$ cat src/rtl/cpu_pkg.sv
`default_nettype none
// ============================================================================
// Module      : cpu_pkg
// Description : Shared opcode/instruction constants and the fetch state type.
// Revision    : 1.0 - initial release
// ============================================================================
package cpu_pkg;

    localparam logic [4:0]  OPC_NOP   = 5'b00000;
    localparam logic [4:0]  OPC_STP   = 5'b11111;

    localparam logic [15:0] INSTR_NOP = 16'h0000;
    localparam logic [15:0] INSTR_STP = 16'hF800;

    typedef enum logic [1:0] {
        ST_BOOT = 2'd0,
        ST_RUN  = 2'd1,
        ST_HOLD = 2'd2,
        ST_HALT = 2'd3
    } fetch_state_t;

    function automatic logic is_stp(input logic [15:0] word);
        return word[15:11] == OPC_STP;
    endfunction

endpackage
`default_nettype wire

$ cat src/rtl/fetch_pc_reg.sv
`default_nettype none
// ============================================================================
// Module      : fetch_pc_reg
// Description : Program counter with freeze > sload > increment priority and
//               16-bit wrap. Resets to RESET_PC + 1.
// Revision    : 1.0 - initial release
// ============================================================================
module fetch_pc_reg #(
    parameter logic [15:0] RESET_PC = 16'h0000
) (
    input  logic        clk,
    input  logic        reset,
    input  logic        freeze,
    input  logic        sload,
    input  logic        inc,
    input  logic [15:0] new_pc,
    output logic [15:0] pc
);

    localparam logic [15:0] PC_AFTER_RESET = RESET_PC + 16'd1;

    logic [15:0] pc_d;
    logic [15:0] pc_q;

    always_comb begin
        pc_d = pc_q;
        if (!freeze) begin
            if (sload) begin
                pc_d = new_pc;
            end else if (inc) begin
                pc_d = pc_q + 16'd1;
            end
        end
    end

    always_ff @(posedge clk) begin
        if (reset) begin
            pc_q <= PC_AFTER_RESET;
        end else begin
            pc_q <= pc_d;
        end
    end

    assign pc = pc_q;

endmodule
`default_nettype wire

$ cat src/rtl/fetch_unit.sv
`default_nettype none
// ============================================================================
// Module      : fetch_unit
// Description : Instruction-fetch stage: boot cycle, run/hold/halt control,
//               memory address muxing and PC update. Optional retired-
//               instruction counter enabled by FETCH_RETIRE_CNT_EN.
// Revision    : 1.0 - initial release
// ============================================================================
module fetch_unit #(
    parameter logic [15:0] RESET_PC = 16'h0000
) (
    input  logic        clk,
    input  logic        reset,
    input  logic        hold,
    input  logic [15:0] imem_q1,
    input  logic [15:0] imem_q2,
    input  logic [15:0] dec_instr_addr1,
    input  logic [15:0] dec_instr_addr2,
    input  logic        cnt_en,
    input  logic        pc_sload,
    input  logic [15:0] new_pc,
    output logic [15:0] imem_addr1,
    output logic [15:0] imem_addr2,
    output logic [15:0] instr,
    output logic [15:0] N,
    output logic [15:0] pc,
    output logic        halted
`ifdef FETCH_RETIRE_CNT_EN
    ,
    output logic [31:0] retired
`endif
);

    import cpu_pkg::*;

    localparam logic [15:0] BOOT_ADDR2 = RESET_PC + 16'd1;

    fetch_state_t state_d;
    fetch_state_t state_q;
    logic         halted_d;
    logic         halted_q;
    logic [15:0]  saved_addr1_d;
    logic [15:0]  saved_addr1_q;
    logic [15:0]  saved_addr2_d;
    logic [15:0]  saved_addr2_q;
    logic         w_pc_freeze;

    always_comb begin
        state_d       = state_q;
        halted_d      = halted_q;
        saved_addr1_d = saved_addr1_q;
        saved_addr2_d = saved_addr2_q;
        w_pc_freeze   = 1'b1;
        instr         = INSTR_NOP;
        N             = 16'h0000;
        imem_addr1    = saved_addr1_q;
        imem_addr2    = saved_addr2_q;

        case (state_q)
            ST_BOOT: begin
                imem_addr1 = RESET_PC;
                imem_addr2 = BOOT_ADDR2;
                state_d    = ST_RUN;
            end
            ST_RUN: begin
                instr         = imem_q1;
                N             = imem_q2;
                imem_addr1    = dec_instr_addr1;
                imem_addr2    = dec_instr_addr2;
                saved_addr1_d = dec_instr_addr1;
                saved_addr2_d = dec_instr_addr2;
                // Hold outranks STP; STP still lets its own PC update through.
                if (hold) begin
                    state_d = ST_HOLD;
                end else begin
                    w_pc_freeze = 1'b0;
                    if (is_stp(imem_q1)) begin
                        state_d  = ST_HALT;
                        halted_d = 1'b1;
                    end
                end
            end
            ST_HOLD: begin
                if (!hold) begin
                    state_d = ST_RUN;
                end
            end
            ST_HALT: begin
                instr = INSTR_STP;
            end
            default: begin
                state_d = ST_BOOT;
            end
        endcase
    end

    always_ff @(posedge clk) begin
        if (reset) begin
            state_q       <= ST_BOOT;
            halted_q      <= 1'b0;
            saved_addr1_q <= RESET_PC;
            saved_addr2_q <= BOOT_ADDR2;
        end else begin
            state_q       <= state_d;
            halted_q      <= halted_d;
            saved_addr1_q <= saved_addr1_d;
            saved_addr2_q <= saved_addr2_d;
        end
    end

    assign halted = halted_q;

    fetch_pc_reg #(
        .RESET_PC (RESET_PC)
    ) u_pc_reg (
        .clk    (clk),
        .reset  (reset),
        .freeze (w_pc_freeze),
        .sload  (pc_sload),
        .inc    (cnt_en),
        .new_pc (new_pc),
        .pc     (pc)
    );

`ifdef FETCH_RETIRE_CNT_EN
    logic [31:0] retired_d;
    logic [31:0] retired_q;

    always_comb begin
        retired_d = retired_q;
        if ((state_q == ST_RUN) && !is_stp(imem_q1)) begin
            retired_d = retired_q + 32'd1;
        end
    end

    always_ff @(posedge clk) begin
        if (reset) begin
            retired_q <= 32'd0;
        end else begin
            retired_q <= retired_d;
        end
    end

    assign retired = retired_q;
`endif

endmodule
`default_nettype wire
$ cat config.mk
export PLATFORM = sky130hd
export DESIGN_NAME = fetch_unit
export DESIGN_NICKNAME = d
export VERILOG_FILES = /design/src/rtl/cpu_pkg.sv /design/src/rtl/fetch_pc_reg.sv /design/src/rtl/fetch_unit.sv
export SDC_FILE = /design/constraint.sdc
export NUM_CORES = 1
export LEC_CHECK = 0
export CAP_MARGIN = 20
export CORE_ASPECT_RATIO = 0.5
export CORE_MARGIN = 4
export CORE_UTILIZATION = 39
export CTS_BUF_LIST = sky130_fd_sc_hd__clkbuf_8
export CTS_CLUSTER_DIAMETER = 120
export DETAILED_ROUTE_END_ITERATION = 10
export PLACE_DENSITY_LB_ADDON = 0.1
export SLEW_MARGIN = 0
export SYNTH_ARGS = -nofsm -noshare
export SYNTH_HDL_FRONTEND = slang
export SYNTH_SLANG_ARGS = --single-unit
$ cat constraint.sdc
create_clock -name clk -period 1.6 [get_ports clk]
set_input_delay 0.16 -clock clk [delete_from_list [all_inputs] [get_ports clk]]
set_output_delay 0.16 -clock clk [all_outputs]
set_load 0.03 [all_outputs]
=== Word-level counts from Yosys, hierarchy flattened ===
Cells that the tools add are included.

* Register bits: 51
* Output and inout bits: 81
* Word-level logic and storage cells: 32

* Add/subtract/negate cells: 1
* Eq/ne operators: 6
* Mux-type cells: 12
* Bitwise operators: 2
* Reductions and logical operators: 6

{| class="wikitable"
|+ Operators by type and width
! cell !! count
|-
| $pmux W16 S2 || 3
|-
| $mux W16 || 3
|-
| $add A16 B1 Y16 const B || 1
|-
| $mux W2 || 3
|-
| $pmux W2 S3 || 1
|-
| $reduce_and A3 Y1 || 2
|-
| $eq A5 B5 Y1 const B || 1
|-
| $eq A2 B2 Y1 const B || 2
|-
| $ne A3 B3 Y1 const B || 1
|-
| $reduce_bool A3 Y1 || 1
|-
| $eq A2 B1 Y1 const B || 1
|-
| $logic_not A2 Y1 || 1
|-
| $mux W1 || 2
|-
| $ne A2 B2 Y1 const B || 1
|-
| $not A1 Y1 || 2
|-
| $reduce_and A2 Y1 || 1
|-
| $reduce_bool A2 Y1 || 1
|}

=== Longest topological paths before layout ===
* Depth in word-level cells: 4
* Depth in mapped cells: 6
* Depth with buffers taken out: 5

=== Hierarchy ===
Synthesis repeated with hierarchy kept, for this count alone.

* Cell total of the unflattened synthesis: 397
* Area total of the unflattened synthesis: 2,892.8 µm²

{| class="wikitable"
|+ By module, submodules not included
! module !! times used !! cells each !! area an instance (µm²) !! seq. area each (µm²)
|-
| fetch_unit || 1 || 258 || 1,801.7 || 700.7
|-
| fetch_pc_reg || 1 || 139 || 1,091.0 || 320.3
|}

=== Worst setup path after synthesis ===
OpenSTA, ideal clock, no wires.

* Path kind: flip-flop to flip-flop
* From: register u_pc_reg.pc_q[0] (netlist: u_pc_reg.pc[0])
* To: register u_pc_reg.pc_q[10] (netlist: u_pc_reg.pc[10])
* Setup time: 0.079 ns
* Arrival: 1.683 ns
* Required time: 1.521 ns
* Setup slack: -0.162 ns
* Cell stages (with the launch flop): 6
* Buffers on the path: 0
* Clock period less this slack: 1.762 ns
* Cell sequence: dfxtp_1 -> ha_1 -> nand3_1 -> nor3_1 -> a41oi_1 -> o211ai_1

* Word-level cells in the longest chain between the ends: 3

{| class="wikitable"
|+ RTL lines
! item !! RTL line !! source
|-
| start, declared || fetch_pc_reg.sv:23 || <nowiki>logic [15:0] pc_q;</nowiki>
|-
| start signal, assigned || fetch_pc_reg.sv:40 || <nowiki>pc_q <= pc_d;</nowiki>
|-
| $add A16 B1 Y16 || fetch_pc_reg.sv:31 || <nowiki>pc_d = pc_q + 16'd1;</nowiki>
|-
| $mux W16 || fetch_pc_reg.sv:30 || <nowiki>end else if (inc) begin</nowiki>
|-
| $mux W16 || fetch_pc_reg.sv:28 || <nowiki>if (sload) begin</nowiki>
|}

Every way passes these cells. The select of a mux whose other input is x is not followed.
A chain may end at the register's enable or synchronous reset.

=== Worst setup path after layout ===
* From: register state_q[1]
* To: output imem_addr1[3]

* Word-level cells in the longest chain between the ends: 2
* Elaborated cells on any way between the ends: 3
* Classes of those cells: eq/ne (1); mux (1); reduce/logical (1)

{| class="wikitable"
|+ RTL lines
! item !! RTL line !! source
|-
| start, declared || fetch_unit.sv:39 || <nowiki>fetch_state_t state_q;</nowiki>
|-
| start signal, assigned || fetch_unit.sv:104 || <nowiki>state_q <= state_d;</nowiki>
|-
| $eq A2 B1 Y1 / $logic_not A2 Y1 (equally long branches) || fetch_unit.sv:59 || <nowiki>case (state_q)</nowiki>
|-
| $pmux W16 S2 * || fetch_unit.sv:59 ||
|-
| end, declared || fetch_unit.sv:22 || <nowiki>output logic [15:0] imem_addr1,</nowiki>
|}

Every way passes the cells marked *; elsewhere a longest branch is shown, timed or not.

==> impl_metrics.ini <==
[status]
status = finished with violations
violations = setup timing

[clocking]
insertion_delay_ns = 0.31
root_buffer = clkbuf_8
cts_sinks = 51
clk_pin_slew_ns = 0.10
cts_buffer_depth = 2
htreeDepth = 2
cts_tree = done
numCtsBuffers = 5
cts_hold_buf = 0

[critical_path]
worstSetupStartpointType = register
rrSetupSlack_ns = 0.02
required_ns = 1.44
cp_top_family = buffers and inverters
crit_start = state_q[1]
critPathSlowestCell = dfxtp_4
crit_path_frequent_cell = buf_6
path_max_fanout = 6
r2r_start = state_q[1]
path_buf_inv = 4
critical_path.max_stage_delay_ns = 0.36
arrival_ns = 1.61
crit_type = reg2out
end_kind = primary output
crit_chain = buf_12 -> nor2b_4 -> buf_6 -> buf_6 -> nand2_1 -> nand2_1 -> buf_6

[route]
drt_iter0_markers = 328
drc_errors = 0
wl_mm = 12.1
postRouteAntennaNets = 0
via_per_inst = 5.30
avgRoutedWirePerCell_um = 17.8
vias = 3601
drt_first_pass_iters = 5

[timing]
finClkSkew_ns = 0.00476
finalHoldViolCount = 0
fin_crit_ns = 1.77
max_slew_margin_pct = 71.6
fmax_mhz = 565
min_period_over_period_pct = 111
finalSetupViolCount = 59
slew_viol_final = 0
tns_ns = -4.17
tightest_slew_ns = 0.423
worst_slack_ns = -0.170
hold_ws_ns = 0.238
rsz0062_at_grt = true

[placement]
globalplace.congestion = 0.865
port_buffers = 165
dp_hpwl_mm = 6.95

[synthesis]
synthFlopType = dfxtp_1
ys_warn_count = 0
syn-cell-area_mm2 = 0.00274
synth.distinct_cells = 48
syn_avg_cell_area_um2 = 6.89
ys_ff_latch = 51
synth_edf_count = 0
syn_nets = 484
yosysSeqAreaShare_pct = 37.2
syn-instance-count = 398
synthArstFlopShare_pct = 0

[global_routing]
grt_pass1_wl_mm = 15.8
first_global_vias = 3275
antenna_found_initial = 0
grt_max_degree = 38
grtUsageTotal_pct = 23.1
grt_overflow_total = 0

[finish]
area_growth_pct = 95.2
nNetsFinal = 673
drive_gt1_share_pct = 33.2
diodes = 0
post-route-util_pct = 79.3

[pwr]
powerDensity_mw_per_mm2 = 740
leakage_nw = 2.43
vdd_drop_max_v = 0.000417

[floorplan]
die_width_um = 127
die-area_mm2 = 0.00852
die_h_um = 67.3
initial_core_util_pct = 40.6
rows = 21
core_mm2 = 0.00675
io_pins = 166

[min_path]
hold_path.class = in2reg
hold_start = reset

[run]
max_cap_violations = 0
[synth_stat cells (3+ instances only)]
| master | number | share of area [%] |
|---|---|---|
| dfxtp_1 | 51 | 37 |
| and3_1 | 4 | 0.91 |
| o21ai_0 | 8 | 1.5 |
| nor2_1 | 13 | 1.8 |
| nand4_1 | 4 | 0.91 |
| a31oi_1 | 4 | 0.91 |
| o31ai_1 | 3 | 0.82 |
| inv_1 | 7 | 0.96 |
| nand3_1 | 10 | 1.8 |
| buf_2 | 4 | 0.73 |
| nor2b_1 | 3 | 0.68 |
| nand2_1 | 144 | 20 |
| and2_1 | 28 | 6.4 |
| o22ai_1 | 3 | 0.68 |
| nor4_1 | 6 | 1.4 |
| mux2i_1 | 4 | 1.5 |
| o21a_1 | 5 | 1.4 |
| clkbuf_1 | 19 | 2.6 |
| a21oi_1 | 46 | 8.4 |
[logic make-up (layout without fill, tap and decap cells)]
kind of cell | after synthesis | in the layout | synth area share, %
muxes | 4 | 4 | 1.46
adders and majority gates | 1 | 1 | 0.456
and+or+nand+nor | 219 | 219 | 35.6
AOI/OAI and AO/OA | 89 | 89 | 20.1
xor gates and xnor gates | 1 | 1 | 0.319
DFF | 51 | 51 | 37.2
buffers and inverters | 33 | 223 | 4.84
[through the flow]
step	cell area, um2	cells	setup slack (ns)	power, W
6_report	5350	680	-0.170	0.00396
5_1_grt	5350	680	-0.198	0.00410
4_1_cts	5010	671	-0.104	0.00378
3_5_place_dp	4490	654	-0.0990	0.00265
3_3_place_gp	4490	654	-0.0635	0.00264
2_1_floorplan	2750	398	0.00382	0.00206
[power by group]
| group | internal [W] | total (W) | switching, W | leakage, nW |
|---|---|---|---|---|
| Clock | 0.000507 | 0.000967 | 0.000459 | 0.0612 |
| Sequential | 0.00135 | 0.00141 | 0.0000622 | 0.420 |
| Combinational | 0.000778 | 0.00158 | 0.000805 | 1.95 |
[state kept, by name, indices dropped and copies added (netlist names)]
name and count:
halted 1, saved_addr1_q 16, saved_addr2_q 16, state_q 2, u_pc_reg.pc 16
[cell type report]
type,count,area [um2]
clock inverter,2,35.0
sequential,51,1030
tap,92,115
multi-input combinational,314,1850
timing repair buffer,207,2210
inverter,8,30.0
clock buffer,6,82.6
fill,421,1400
[final timing paths]
path,endpoint,depth (start not counted)
worst max-delay path,imem_addr1[3],7
worst min-delay path,u_pc_reg.pc[4],2
worst max register to register,u_pc_reg.pc[0],5
worst min register to register,saved_addr2_q[2],2
[timing repair]
item | 4_1_cts | 5_1_grt
setup endpoints to repair | 68 | 81
buffers inserted | 5 | 4
pin swaps | 16 | 48
cloned | 4 | 5
resized for setup | 88 | 67
[cells in the final DEF, fill, tap and decap left out, types with 3 or more instances in the layout]
master | netlist | layout
inv_1 | 7 | 7
nor4_1 | 6 | 3
nor2_1 | 13 | 13
nand2_4 | 0 | 11
clkbuf_16 | 0 | 3
o31ai_1 | 3 | 3
buf_16 | 0 | 3
clkdlybuf4s50_1 | 0 | 85
nand3_1 | 10 | 8
and2_4 | 0 | 26
nor4_2 | 0 | 3
buf_6 | 0 | 53
o21a_1 | 5 | 5
buf_12 | 0 | 5
buf_4 | 1 | 39
a31oi_1 | 4 | 4
a21oi_1 | 46 | 46
dfxtp_1 | 51 | 45
and3_1 | 4 | 4
nand2_2 | 0 | 25
nand2_1 | 144 | 108
clkbuf_8 | 0 | 6
dfxtp_2 | 0 | 4
nand4_1 | 4 | 4
o22ai_1 | 3 | 3
dlymetal6s2s_1 | 0 | 6
mux2i_1 | 4 | 4
dlygate4sd2_1 | 0 | 9
o21ai_0 | 8 | 8
[per-layer routing]
metal | vias to the layer above | share of wire (%) | GRT usage [%] | wire (um)
met2 | 162 | 50 | 43.0 | 6010
li1 | 1727 | - | - | -
met3 | 22 | 10 | 10.7 | 1260
met1 | 1690 | 38 | 24.6 | 4630
met4 | 0 | 1.6 | 4.55 | 195
met5 | - | 0 | 0 | 0
No activity file was read; power rests on OpenSTA's default activity.
